$ cat src/rtl/render_scheduler_pkg.sv
// Shared types for the render scheduler: FSM state encoding and object-table entry layout.
package render_scheduler_pkg;

  // Facet address/count width stored in each table entry; the top-level ADDR_WIDTH is expected
  // to match this, and values are cast at the boundary so a mismatch only truncates or extends.
  localparam int unsigned ObjAddrWidth = 12;

  typedef enum logic [2:0] {
    StIdle  = 3'd0,
    StScan  = 3'd1,
    StIssue = 3'd2,
    StWait  = 3'd3,
    StDone  = 3'd4
  } state_e;

  typedef struct packed {
    logic                    enable;
    logic [ObjAddrWidth-1:0] base;
    logic [ObjAddrWidth-1:0] count;
  } obj_entry_t;

  // An entry produces a fetch command only when enabled and it has at least one facet.
  function automatic logic entry_live(input obj_entry_t entry);
    return entry.enable && (entry.count != '0);
  endfunction

endpackage

$ cat src/rtl/render_scheduler_if.sv
// Fetch-command bus between the render scheduler (master) and the vertex fetcher (slave).
interface render_scheduler_if #(
  parameter int unsigned ADDR_WIDTH = 12,
  parameter int unsigned IDX_WIDTH  = 2
);

  logic                  cmd_valid_out;
  logic                  cmd_ready_in;
  logic [ADDR_WIDTH-1:0] cmd_base_out;
  logic [ADDR_WIDTH-1:0] cmd_count_out;
  logic [IDX_WIDTH-1:0]  cmd_obj_out;
  logic                  obj_done_in;

  modport master (
    output cmd_valid_out,
    output cmd_base_out,
    output cmd_count_out,
    output cmd_obj_out,
    input  cmd_ready_in,
    input  obj_done_in
  );

  modport slave (
    input  cmd_valid_out,
    input  cmd_base_out,
    input  cmd_count_out,
    input  cmd_obj_out,
    output cmd_ready_in,
    output obj_done_in
  );

endinterface

$ cat src/rtl/render_scheduler_obj_table.sv
// Object table: one write port from the config bus, one combinational read port for the scanner.
module render_scheduler_obj_table
  import render_scheduler_pkg::*;
#(
  parameter int unsigned NUM_OBJECTS = 4,
  parameter int unsigned IDX_WIDTH   = $clog2(NUM_OBJECTS)
) (
  input  logic                 clk_in,
  input  logic                 rst_in,
  input  logic                 we_in,
  input  logic [IDX_WIDTH-1:0] wr_idx_in,
  input  obj_entry_t           wr_entry_in,
  input  logic [IDX_WIDTH-1:0] rd_idx_in,
  output obj_entry_t           rd_entry_out
);

  obj_entry_t entries_q [NUM_OBJECTS];

  // Table storage; reset clears every entry, writes to non-existent indices are dropped.
  always_ff @(posedge clk_in) begin
    if (rst_in) begin
      for (int i = 0; i < NUM_OBJECTS; i++) begin
        entries_q[i] <= '0;
      end
    end else if (we_in && (32'(wr_idx_in) < NUM_OBJECTS)) begin
      entries_q[wr_idx_in] <= wr_entry_in;
    end
  end

  // Read returns the registered value, so a same-cycle write is not visible until the next cycle.
  always_comb begin
    rd_entry_out = '0;
    if (32'(rd_idx_in) < NUM_OBJECTS) begin
      rd_entry_out = entries_q[rd_idx_in];
    end
  end

endmodule

$ cat src/rtl/render_scheduler.sv
// Render scheduler: walks the object table once per frame and issues one fetch command per
// live object, waiting for the fetcher to finish each object before moving on.
module render_scheduler
  import render_scheduler_pkg::*;
#(
  parameter int unsigned NUM_OBJECTS = 4,
  parameter int unsigned ADDR_WIDTH  = 12,
  parameter int unsigned IDX_WIDTH   = $clog2(NUM_OBJECTS)
) (
  input  logic                  clk_in,
  input  logic                  rst_in,
  input  logic                  frame_start_in,
  input  logic                  cfg_we_in,
  input  logic [IDX_WIDTH-1:0]  cfg_idx_in,
  input  logic [ADDR_WIDTH-1:0] cfg_base_in,
  input  logic [ADDR_WIDTH-1:0] cfg_count_in,
  input  logic                  cfg_enable_in,
  render_scheduler_if.master    cmd_if,
  output logic                  busy_out,
  output logic                  frame_done_out,
  output logic [7:0]            overrun_count_out
);

  localparam logic [IDX_WIDTH-1:0] LastIdx = IDX_WIDTH'(NUM_OBJECTS - 1);

  state_e                state_q, state_d;
  logic [IDX_WIDTH-1:0]  idx_q, idx_d;
  logic [ADDR_WIDTH-1:0] cmd_base_q, cmd_base_d;
  logic [ADDR_WIDTH-1:0] cmd_count_q, cmd_count_d;
  logic [IDX_WIDTH-1:0]  cmd_obj_q, cmd_obj_d;
  logic [7:0]            overrun_q, overrun_d;
  obj_entry_t            wr_entry;
  obj_entry_t            rd_entry;

  assign wr_entry = '{
    enable: cfg_enable_in,
    base:   ObjAddrWidth'(cfg_base_in),
    count:  ObjAddrWidth'(cfg_count_in)
  };

  render_scheduler_obj_table #(
    .NUM_OBJECTS(NUM_OBJECTS),
    .IDX_WIDTH  (IDX_WIDTH)
  ) u_obj_table (
    .clk_in      (clk_in),
    .rst_in      (rst_in),
    .we_in       (cfg_we_in),
    .wr_idx_in   (cfg_idx_in),
    .wr_entry_in (wr_entry),
    .rd_idx_in   (idx_q),
    .rd_entry_out(rd_entry)
  );

  // Next-state logic for the traversal FSM and the command snapshot registers.
  always_comb begin
    state_d     = state_q;
    idx_d       = idx_q;
    cmd_base_d  = cmd_base_q;
    cmd_count_d = cmd_count_q;
    cmd_obj_d   = cmd_obj_q;
    unique case (state_q)
      StIdle: begin
        if (frame_start_in) begin
          state_d = StScan;
          idx_d   = '0;
        end
      end
      StScan: begin
        if (entry_live(rd_entry)) begin
          // Snapshot the entry so later config writes cannot disturb an issued command.
          cmd_base_d  = ADDR_WIDTH'(rd_entry.base);
          cmd_count_d = ADDR_WIDTH'(rd_entry.count);
          cmd_obj_d   = idx_q;
          state_d     = StIssue;
        end else if (idx_q == LastIdx) begin
          state_d = StDone;
        end else begin
          idx_d = idx_q + IDX_WIDTH'(1);
        end
      end
      StIssue: begin
        if (cmd_if.cmd_ready_in) begin
          state_d = StWait;
        end
      end
      StWait: begin
        if (cmd_if.obj_done_in) begin
          if (idx_q == LastIdx) begin
            state_d = StDone;
          end else begin
            idx_d   = idx_q + IDX_WIDTH'(1);
            state_d = StScan;
          end
        end
      end
      StDone: begin
        state_d = StIdle;
      end
      default: begin
        state_d = StIdle;
      end
    endcase
  end

  // Frame requests arriving while a traversal is in flight are dropped and counted.
  always_comb begin
    overrun_d = overrun_q;
    if (frame_start_in && (state_q != StIdle) && (overrun_q != 8'hFF)) begin
      overrun_d = overrun_q + 8'd1;
    end
  end

  // State registers; reset wins over any same-cycle frame request or config write.
  always_ff @(posedge clk_in) begin
    if (rst_in) begin
      state_q     <= StIdle;
      idx_q       <= '0;
      cmd_base_q  <= '0;
      cmd_count_q <= '0;
      cmd_obj_q   <= '0;
      overrun_q   <= '0;
    end else begin
      state_q     <= state_d;
      idx_q       <= idx_d;
      cmd_base_q  <= cmd_base_d;
      cmd_count_q <= cmd_count_d;
      cmd_obj_q   <= cmd_obj_d;
      overrun_q   <= overrun_d;
    end
  end

  // Outputs decoded from registered state only.
  assign cmd_if.cmd_valid_out = (state_q == StIssue);
  assign cmd_if.cmd_base_out  = cmd_base_q;
  assign cmd_if.cmd_count_out = cmd_count_q;
  assign cmd_if.cmd_obj_out   = cmd_obj_q;
  assign busy_out             = (state_q != StIdle);
  assign frame_done_out       = (state_q == StDone);
  assign overrun_count_out    = overrun_q;

endmodule
$ cat src/flat_wrapper.sv
// flat-port wrapper written by rule: the top's interface ports become plain ports
module render_scheduler_flat import render_scheduler_pkg::*;
#(
  parameter int unsigned NUM_OBJECTS = 4,
  parameter int unsigned ADDR_WIDTH  = 12,
  parameter int unsigned IDX_WIDTH   = $clog2(NUM_OBJECTS)
)
  (clk_in, rst_in, frame_start_in, cfg_we_in, cfg_idx_in, cfg_base_in, cfg_count_in, cfg_enable_in, busy_out, frame_done_out, overrun_count_out, cmd_if_cmd_valid_out, cmd_if_cmd_base_out, cmd_if_cmd_count_out, cmd_if_cmd_obj_out, cmd_if_cmd_ready_in, cmd_if_obj_done_in);
  render_scheduler_if #(.ADDR_WIDTH(ADDR_WIDTH), .IDX_WIDTH(IDX_WIDTH)) cmd_if_i ();
  input  logic clk_in;
  input  logic rst_in;
  input  logic frame_start_in;
  input  logic cfg_we_in;
  input  logic [IDX_WIDTH-1:0] cfg_idx_in;
  input  logic [ADDR_WIDTH-1:0] cfg_base_in;
  input  logic [ADDR_WIDTH-1:0] cfg_count_in;
  input  logic cfg_enable_in;
  output logic busy_out;
  output logic frame_done_out;
  output logic [7:0] overrun_count_out;
  output wire logic [$bits(cmd_if_i.cmd_valid_out)-1:0] cmd_if_cmd_valid_out;
  output wire logic [$bits(cmd_if_i.cmd_base_out)-1:0] cmd_if_cmd_base_out;
  output wire logic [$bits(cmd_if_i.cmd_count_out)-1:0] cmd_if_cmd_count_out;
  output wire logic [$bits(cmd_if_i.cmd_obj_out)-1:0] cmd_if_cmd_obj_out;
  input wire logic [$bits(cmd_if_i.cmd_ready_in)-1:0] cmd_if_cmd_ready_in;
  input wire logic [$bits(cmd_if_i.obj_done_in)-1:0] cmd_if_obj_done_in;
  assign cmd_if_cmd_valid_out = cmd_if_i.cmd_valid_out;
  assign cmd_if_cmd_base_out = cmd_if_i.cmd_base_out;
  assign cmd_if_cmd_count_out = cmd_if_i.cmd_count_out;
  assign cmd_if_cmd_obj_out = cmd_if_i.cmd_obj_out;
  assign cmd_if_i.cmd_ready_in = cmd_if_cmd_ready_in;
  assign cmd_if_i.obj_done_in = cmd_if_obj_done_in;
  render_scheduler #(.NUM_OBJECTS(NUM_OBJECTS), .ADDR_WIDTH(ADDR_WIDTH), .IDX_WIDTH(IDX_WIDTH)) u_core (.clk_in(clk_in), .rst_in(rst_in), .frame_start_in(frame_start_in), .cfg_we_in(cfg_we_in), .cfg_idx_in(cfg_idx_in), .cfg_base_in(cfg_base_in), .cfg_count_in(cfg_count_in), .cfg_enable_in(cfg_enable_in), .cmd_if(cmd_if_i), .busy_out(busy_out), .frame_done_out(frame_done_out), .overrun_count_out(overrun_count_out));
endmodule
$ cat config.mk
export PLATFORM = sky130hd
export DESIGN_NAME = render_scheduler_flat
export DESIGN_NICKNAME = d
export VERILOG_FILES = /design/src/rtl/render_scheduler_pkg.sv /design/src/rtl/render_scheduler_if.sv /design/src/rtl/render_scheduler_obj_table.sv /design/src/rtl/render_scheduler.sv /design/src/flat_wrapper.sv
export SDC_FILE = /design/constraint.sdc
export NUM_CORES = 1
export LEC_CHECK = 0
export ABC_AREA = 1
export ABC_CLOCK_PERIOD_IN_PS = 7900
export BUFFER_PORTS_ARGS = -buffer_cell sky130_fd_sc_hd__buf_2
export CELL_PAD_IN_SITES_DETAIL_PLACEMENT = 1
export CELL_PAD_IN_SITES_GLOBAL_PLACEMENT = 1
export CORE_MARGIN = 5
export CORE_UTILIZATION = 48
export DETAILED_ROUTE_END_ITERATION = 8
export PLACE_DENSITY_LB_ADDON = 0.05
export SYNTH_ARGS = -nofsm -noshare
export SYNTH_HDL_FRONTEND = slang
export SYNTH_SLANG_ARGS = --single-unit
$ cat constraint.sdc
create_clock -name clk_in -period 7.9 [get_ports clk_in]
set_input_delay 0.395 -clock clk_in [delete_from_list [all_inputs] [get_ports clk_in]]
set_output_delay 0.395 -clock clk_in [all_outputs]
set_load 0.05 [all_outputs]
Word-level counts from Yosys, hierarchy flattened
Memory sizes are Yosys's and may differ from the RTL's. A register that Yosys moved wholly into a read port is not among the register bits. Index checks and enable logic that the tools add are counted.

Add/subtract/negate cells: 2. Equality and inequality tests: 11. Mux-type cells: 22. Reduce and logical (&&, ||, !) cells: 11.

Operator list (number): 25-bit two-way mux (1); 25-bit OR reduction (1); 3-bit two-way mux (6); 2-bit two-way mux (7); 3-bit one-hot mux with 4 select lines (1); 12-bit nonzero test (1); 8-bit by 1-bit adder with 8-bit output, second input constant (1); 8-bit inequality test, second input constant (1); 4-bit AND reduction (2); 3-bit by 2-bit == test with 1-bit output, second input constant (2); 1-bit two-way mux (6); 2-bit inequality test, second input constant (3); 2-bit one-hot mux with 3 select lines (1); 3-bit nonzero test (2); 3-bit by 1-bit == test with 1-bit output, second input constant (1); 3-bit == test, second input constant (1); 1-bit logical AND (3); 3-bit logical NOT (1); 3-bit by 1-bit inequality test with 1-bit output, second input constant (1); 2-bit by 1-bit adder with 2-bit output, second input constant (1); 2-bit == test, second input constant (1); 2-bit by 1-bit inequality test with 1-bit output, second input constant (1); 2-bit AND reduction (1).

Bits in registers: 39. Memory bits (writable): 100. Output and inout port bits: 37. Logic and storage cells: 53. Memories kept: 1.

Memory list: u_core.u_obj_table.entries_q (depth 4, width 25, read ports 1, clocked after Yosys merged registers in 1, write ports 4, line render_scheduler_obj_table.sv:17) `obj_entry_t entries_q [NUM_OBJECTS];`.

Longest topological paths before layout
Gate-level depths: netlist of the first run.

Word-level depth: 6. Depth in mapped cells: 14. Gate-level depth less buffers: 12.

Hierarchy
A second synthesis of the first run with hierarchy kept.

Cells, all modules: 775. Area total of the unflattened synthesis: 6566.3 sq um.

Modules (own cells, without submodules): render_scheduler_obj_table (times used 1, cells each 543, area each 4817.1 sq um, seq. area each 3002.9 sq um); render_scheduler (times used 1, cells each 232, area each 1749.2 sq um, seq. area each 780.7 sq um).

Worst setup path after synthesis of the first run
OpenSTA, ideal clock, no wires.

Path kind: input to register. From: in cfg_idx_in[1]. To: mem u_core.u_obj_table.entries_q[2][0] (netlist name) (enable). Setup time: 442 ps. Arrival: 2502 ps. Required time: 7458 ps. Setup slack: 4956 ps. Stages on the path: 4. Buffers on the path: 0. Cell sequence: inv_1 nor2_1 clkinv_1 o21ai_0.

RTL lines: start, declared (line flat_wrapper.sv:14) `input logic [IDX_WIDTH-1:0] cfg_idx_in;`; end, declared (line render_scheduler_obj_table.sv:17).

==> out/metrics.yaml, run 1 <==
detailed_routing:
  drtIter0Drc: 245
  route.detailed.drc: 0
  wl_per_cell_um: 17.5
  postRouteAntennaNets: 0
  vias_per_cell: 5.23
  firstDrtPassIters: 5
  wirelength_mm: 15.2
  via_count: 4553
clock_tree:
  clk_path_buf_depth: 2
  clk_pin_slew_ps: 60
  post_cts.repair.setup_buffers: 0
  cts.hold.buffers_added: 0
  clock_latency_ps: 420
  cts_tree: "done"
  cts_resized: 0
  root_buffer: "clkbuf_16"
  clkSinkCount: 141
  htree_levels: 4
  numCtsBuffers: 17
placed_design:
  gp_congestion: 0.760
  dp_hpwl_mm: 9.91
  dpl_worst_slack_ps: 4500
  place_area_um2: 6420
  place.port_buffers: 69
critical_path:
  start_kind: "register"
  cp.arrival_ps: 3230
  worstSetupEndpointType: "register"
  crit_fanout: 51
  cp_data_required_time_ps: 8170
  critPathKind: "reg2reg"
sta:
  fin_ws_ps: 4940
  slew_viol_final: 0
  finalCriticalPeriod_ps: 2960
  finalHoldViolCount: 0
  period_share_pct: 37.5
  rsz0062_at_grt: "false"
  clock.fmax_mhz: 338
  skew_ps: 9.32
  setup_viol: 0
  slew_headroom_pct: 20.1
  final.setup.tns_ps: 0
  max_slew.worst_pin.slew_ps: 1200
logic_synthesis:
  synth_cells: 629
  synthTopCellsByArea: "edfxtp_1, dfxtp_1, nor2_1"
  synth.distinct_cells: 29
  synth-seq-cells: 141
  synth_top_area_share_pct: 49.7
  syn-cell-area_um2: 6040
  yosysTopAreaCell: "edfxtp_1"
  synth_area_per_cell_um2: 9.60
  yosysWarnings: 0
  syn_nets: 663
  ys_seq_area_share_pct: 63.3
power:
  p_sw_share_pct: 35.7
  seq_power_share_pct: 40.3
  p_sw_w: 0.000817
  p_leak_nw: 2.85
  power.internal_w: 0.00147
  ir_drop_mv: 0.135
  pwr-share-clk_pct: 31.9
  combPwrFrac_pct: 27.8
  p_per_area_nw_per_um2: 329
die:
  num_io_pins: 70
  rows: 41
  die_h_um: 122
  die_area_um2: 14900
  initial_core_util_pct: 48.4
  die_w_um: 122
  coreArea_um2: 12500
cells_and_area:
  final_common_cell: "nor2_1"
  nNetsFinal: 719
  fin_area_um2: 6960
  area_growth_pct: 15.3
  drive_gt1_share_pct: 15.6
  finish.utilization_pct: 55.8
  diodes: 0
  layout_common_cells: "nor2_1, nand2_1, edfxtp_1, buf_2, inv_1"
run_status:
  status: "completed"
min_path:
  hold_path.class: "in2reg"
global_route:
  grt_pass1_vias: 4724
  overflow: 0
  track_usage_pct: 21.4
  antenna_found_initial: 0
  grt_pass1_wl_mm: 24.3
  grt_max_degree: 52
flow_run:
  max-cap-violations: 0
metrics by stage:
step | power, W | std cells | hold WS, ps
2_1_floorplan | 0.00144 | 629 | 471
3_3_place_gp | 0.00155 | 838 | 443
3_5_place_dp | 0.00158 | 838 | 457
4_1_cts | 0.00230 | 870 | 320
5_1_grt | 0.00240 | 870 | 343
6_report | 0.00229 | 870 | 326
cells in the mapped netlist:
master,n
a211oi_1,1
a21oi_1,39
buf_2,2
buf_4,1
buf_6,12
clkbuf_1,21
clkinv_1,2
dfxtp_1,41
edfxtp_1,100
ha_1,1
inv_1,44
inv_2,2
inv_4,1
nand2_1,113
nand2_2,2
nand3_1,31
nand3_2,1
nand3_4,1
nor2_1,116
nor3_1,30
nor3b_1,1
nor4_1,2
o211ai_1,1
o21ai_0,33
o21ai_1,15
o22ai_1,13
o22ai_2,1
o31ai_1,1
xor2_1,1
state kept, by name, summed over array words and instances, names as in the netlist, named ones only:
name and flops:
u_core.overrun_count_out 8, u_core.cmd_if.cmd_obj_out 2, u_core.cmd_if.cmd_base_out 12, u_core.state_q 3, u_core.idx_q 2, u_core.u_obj_table.entries_q 100
u_core.cmd_if.cmd_count_out 12
cells by family (layout without fill, tap and decap cells):
logic type               after synthesis  after routing  share of synthesized area (%)
AND/OR/NAND/NOR                      297            297                           20.3
flip-flops                           141            141                           63.3
AO/OA/AOI/OAI                        104            104                           9.14
buffers and inverters                 85            154                           6.92
adder cells (fa/ha/maj)                1              1                          0.207
XOR/XNOR                               1              1                          0.145
layer usage:
metal / global-route usage [%] / wire, um
met5: 0 / 0
met4: 7.00 / 76
met3: 4.46 / 835
met2: 35.9 / 7570
met1: 27.7 / 6710
power by group through the flow:
stage / clock network [W] / registers, W / logic, W
final: 0.000731 / 0.000922 / 0.000637
after global routing: 0.000772 / 0.000933 / 0.000697
after CTS: 0.000739 / 0.000923 / 0.000642
after detailed placement: 0 / 0.000937 / 0.000638
after global placement: 0 / 0.000933 / 0.000618
after floorplan: 0 / 0.00106 / 0.000383
layout make-up:
| cell class | count | area, um^2 |
|---|---|---|
| repair buffers | 73 | 375 |
| well taps | 172 | 215 |
| clock buffers | 23 | 468 |
| inverters | 49 | 186 |
| multi-input cells | 403 | 1820 |
| fillers | 1454 | 5500 |
| flip-flops and latches | 141 | 3820 |
| clock inverters | 9 | 70.1 |
critical path, stage by stage, from the launching register on:
cell     delay (ps)
dfxtp_1         310
buf_4           470
inv_4           360
nand2_1         160
nand3_1         100
nand2_1         180
nand2_1          80
nor2_1          150
nand3_2         130
nand3_4         190
inv_2           290
o21ai_1         240
a21oi_1          60
path summary, 6_finish.rpt:
path | startpoint | to | slack, ps | cells after the start
max | register | u_core.cmd_if.cmd_count_out[5] | 4940 | 12
min | cfg_base_in[2] | u_core.u_obj_table.entries_q[3][14] | 330 | 3
max reg2reg | register | u_core.cmd_if.cmd_count_out[5] | 4940 | 12
min reg2reg | u_core.overrun_count_out[4] | u_core.overrun_count_out[4] | 460 | 2
Note: power is estimated with default switching activity, not from simulation.
==> run 2: changes to the inputs <==
- ABC_CLOCK_PERIOD_IN_PS: 7900 -> 2590
- CORE_UTILIZATION: 48 -> 40
- clock period: 7.9 -> 2.59 ns (I/O delays scaled with it)
==> out/metrics.yaml, run 2 (synthesized netlist as in run 1, its figures left out) <==
placed_design:
  place.port_buffers: 69  # unchanged
  dp_hpwl_mm: 10.5  # +6.3%
  gp_congestion: 0.809  # +6.5%
clock_tree:
  clkSinkCount: 141  # unchanged
  cts_tree: "done"
  clk_pin_slew_ps: 60  # about the same
  clock_latency_ps: 420  # about the same
  cts_resized: 0  # unchanged
  htree_levels: 4  # unchanged
  clk_path_buf_depth: 2  # unchanged
  cts.hold.buffers_added: 0  # unchanged
  numCtsBuffers: 17  # unchanged
  root_buffer: "clkbuf_16"
  post_cts.repair.setup_buffers: 0  # unchanged
detailed_routing:
  vias_per_cell: 5.12  # -2.1%
  via_count: 4616  # +1.4%
  route.detailed.drc: 0  # unchanged
  drtIter0Drc: 218  # -11%
  wl_per_cell_um: 18.0  # +3.1%
  wirelength_mm: 16.2  # +6.7%
  postRouteAntennaNets: 0  # unchanged
  firstDrtPassIters: 6  # +1
critical_path:
  cp_data_required_time_ps: 2940  # -5230 ps
  worstSetupEndpointType: "register"
  critPathKind: "reg2reg"
  cp.arrival_ps: 2520  # -710 ps
  crit_fanout: 39  # -24%
  start_kind: "register"
die:
  initial_core_util_pct: 40.3  # -8.1 points
  rows: 45  # +9.8%
  die_h_um: 133  # +8.8%
  die_area_um2: 17700  # +18%
  die_w_um: 133  # +8.8%
  num_io_pins: 70  # unchanged
  coreArea_um2: 15000  # +20%
cells_and_area:
  drive_gt1_share_pct: 18.2  # +2.6 points
  area_growth_pct: 20.2
  regMostFlops: "u_core.u_obj_table.entries_q"
  diodes: 0  # unchanged
  fillers: 1732  # +19%
  nNetsFinal: 734  # +2.1%
  final_common_cell: "nor2_1"
  largest_reg_flops: 100  # unchanged
  layout_common_cells: "nor2_1, nand2_1, edfxtp_1, buf_2, inv_1"
sta:
  slew_headroom_pct: 47.3  # +27 points
  finalCriticalPeriod_ps: 2170  # -789 ps
  period_share_pct: 83.8  # +46 points
  rsz0062_at_grt: "false"
  skew_ps: 7.33  # -1.99 ps
  setup_viol: 0  # unchanged
  finalHoldViolCount: 0  # unchanged
  holdWs_ps: 51.7  # -274 ps
  max_slew.worst_pin.slew_ps: 790  # -405 ps
  final.setup.tns_ps: 0  # unchanged
  slew_viol_final: 0  # unchanged
  clock.fmax_mhz: 461  # +36%
global_route:
  track_usage_pct: 19.0  # -2.4 points
  overflow: 0  # unchanged
  grt_pass1_wl_mm: 26.0  # +7.1%
  grt_max_degree: 51  # -1.9%
  grt_pass1_vias: 4842  # +2.5%
  antenna_found_initial: 0  # unchanged
flow_run:
  max-cap-violations: 0  # unchanged
power:
  p_per_area_nw_per_um2: 1030  # +210%
  ir_drop_mv: 0.480  # +260%
  p_leak_nw: 3.00  # +5.3%
min_path:
  hold_start: "cfg_base_in[1]"
  hold_path.class: "in2reg"
run_status:
  status: "completed"
## run 2: cell types whose count changed in the layout (fill, tap and decap cells not counted)
cell / delta
clkbuf_16: +7
clkbuf_1: -4
clkbuf_2: +1
clkinv_1: -2
o21ai_2: +1
o21ai_4: -1
buf_4: +13
clkinv_2: -2
buf_12: +2
## run 2: stage by stage
| stage | std cells | power [W] | setup slack [ps] | cell area [um^2] | util, % |
|---|---|---|---|---|---|
| floorplan | 629 | 0.00439 | 11.2 | 6040 | - |
| global placement | 869 | 0.00482 | 542 | 6570 | 43.9 |
| CTS | 901 | 0.00760 | 384 | 7260 | 48.5 |
| detailed placement | 869 | 0.00488 | 466 | 6570 | 43.9 |
| finish | 901 | 0.00751 | 420 | 7260 | 48.5 |
| global route | 901 | 0.00791 | 157 | 7260 | 48.5 |
## run 2: layout make-up
type                            instances  area, um^2  area share, %
Clock inverter                          5        52.6          0.724
Multi-Input combinational cell        403        1820           25.0
Timing Repair Buffer                   88         513           7.07
Inverter                               49         186           2.57
Clock buffer                           27         633           8.72
Sequential cell                       141        3820           52.7
Tap cell                              188         235           3.24
## run 2: routing by layer
metal / global-route usage (%) / part of all wire [%] / vias to the layer above
met5: 0 / 0 / -
met2: 31.1 / 47 / 100
met1: 25.1 / 48 / 2240
li1: - / - / 2255
met4: 6.64 / 1.7 / 0
met3: 3.95 / 4.0 / 21
## run 2: path summary, 6_finish.rpt
kind	cells past startpoint	endpoint	slack, ps
worst max register to register	12	u_core.cmd_if.cmd_count_out[3]	420
worst max-delay path	12	u_core.cmd_if.cmd_count_out[3]	420
worst min-delay path	3	u_core.u_obj_table.entries_q[1][13]	50
worst min register to register	2	u_core.cmd_if.cmd_base_out[7]	470
## run 2: report_power, final
| part | leakage (nW) | internal, W | switching [W] | total (W) |
|---|---|---|---|---|
| combinational | 1.35 | 0.000503 | 0.00149 | 0.00199 |
| clock | 0.340 | 0.00178 | 0.000920 | 0.00270 |
| sequential | 1.31 | 0.00269 | 0.000137 | 0.00282 |
| total | 3.00 | 0.00497 | 0.00255 | 0.00751 |
## run 2: worst max-delay path: stages, from the launching register on
cell and delay [ps]:
dfxtp_1 390, buf_4 400, nand2_1 110, nand3_1 130, nand2_1 140, nand2_1 100, nor2_1 50, nand3_2 100
nand3_4 70, inv_2 210, buf_12 210, o21ai_1 80, a21oi_1 130
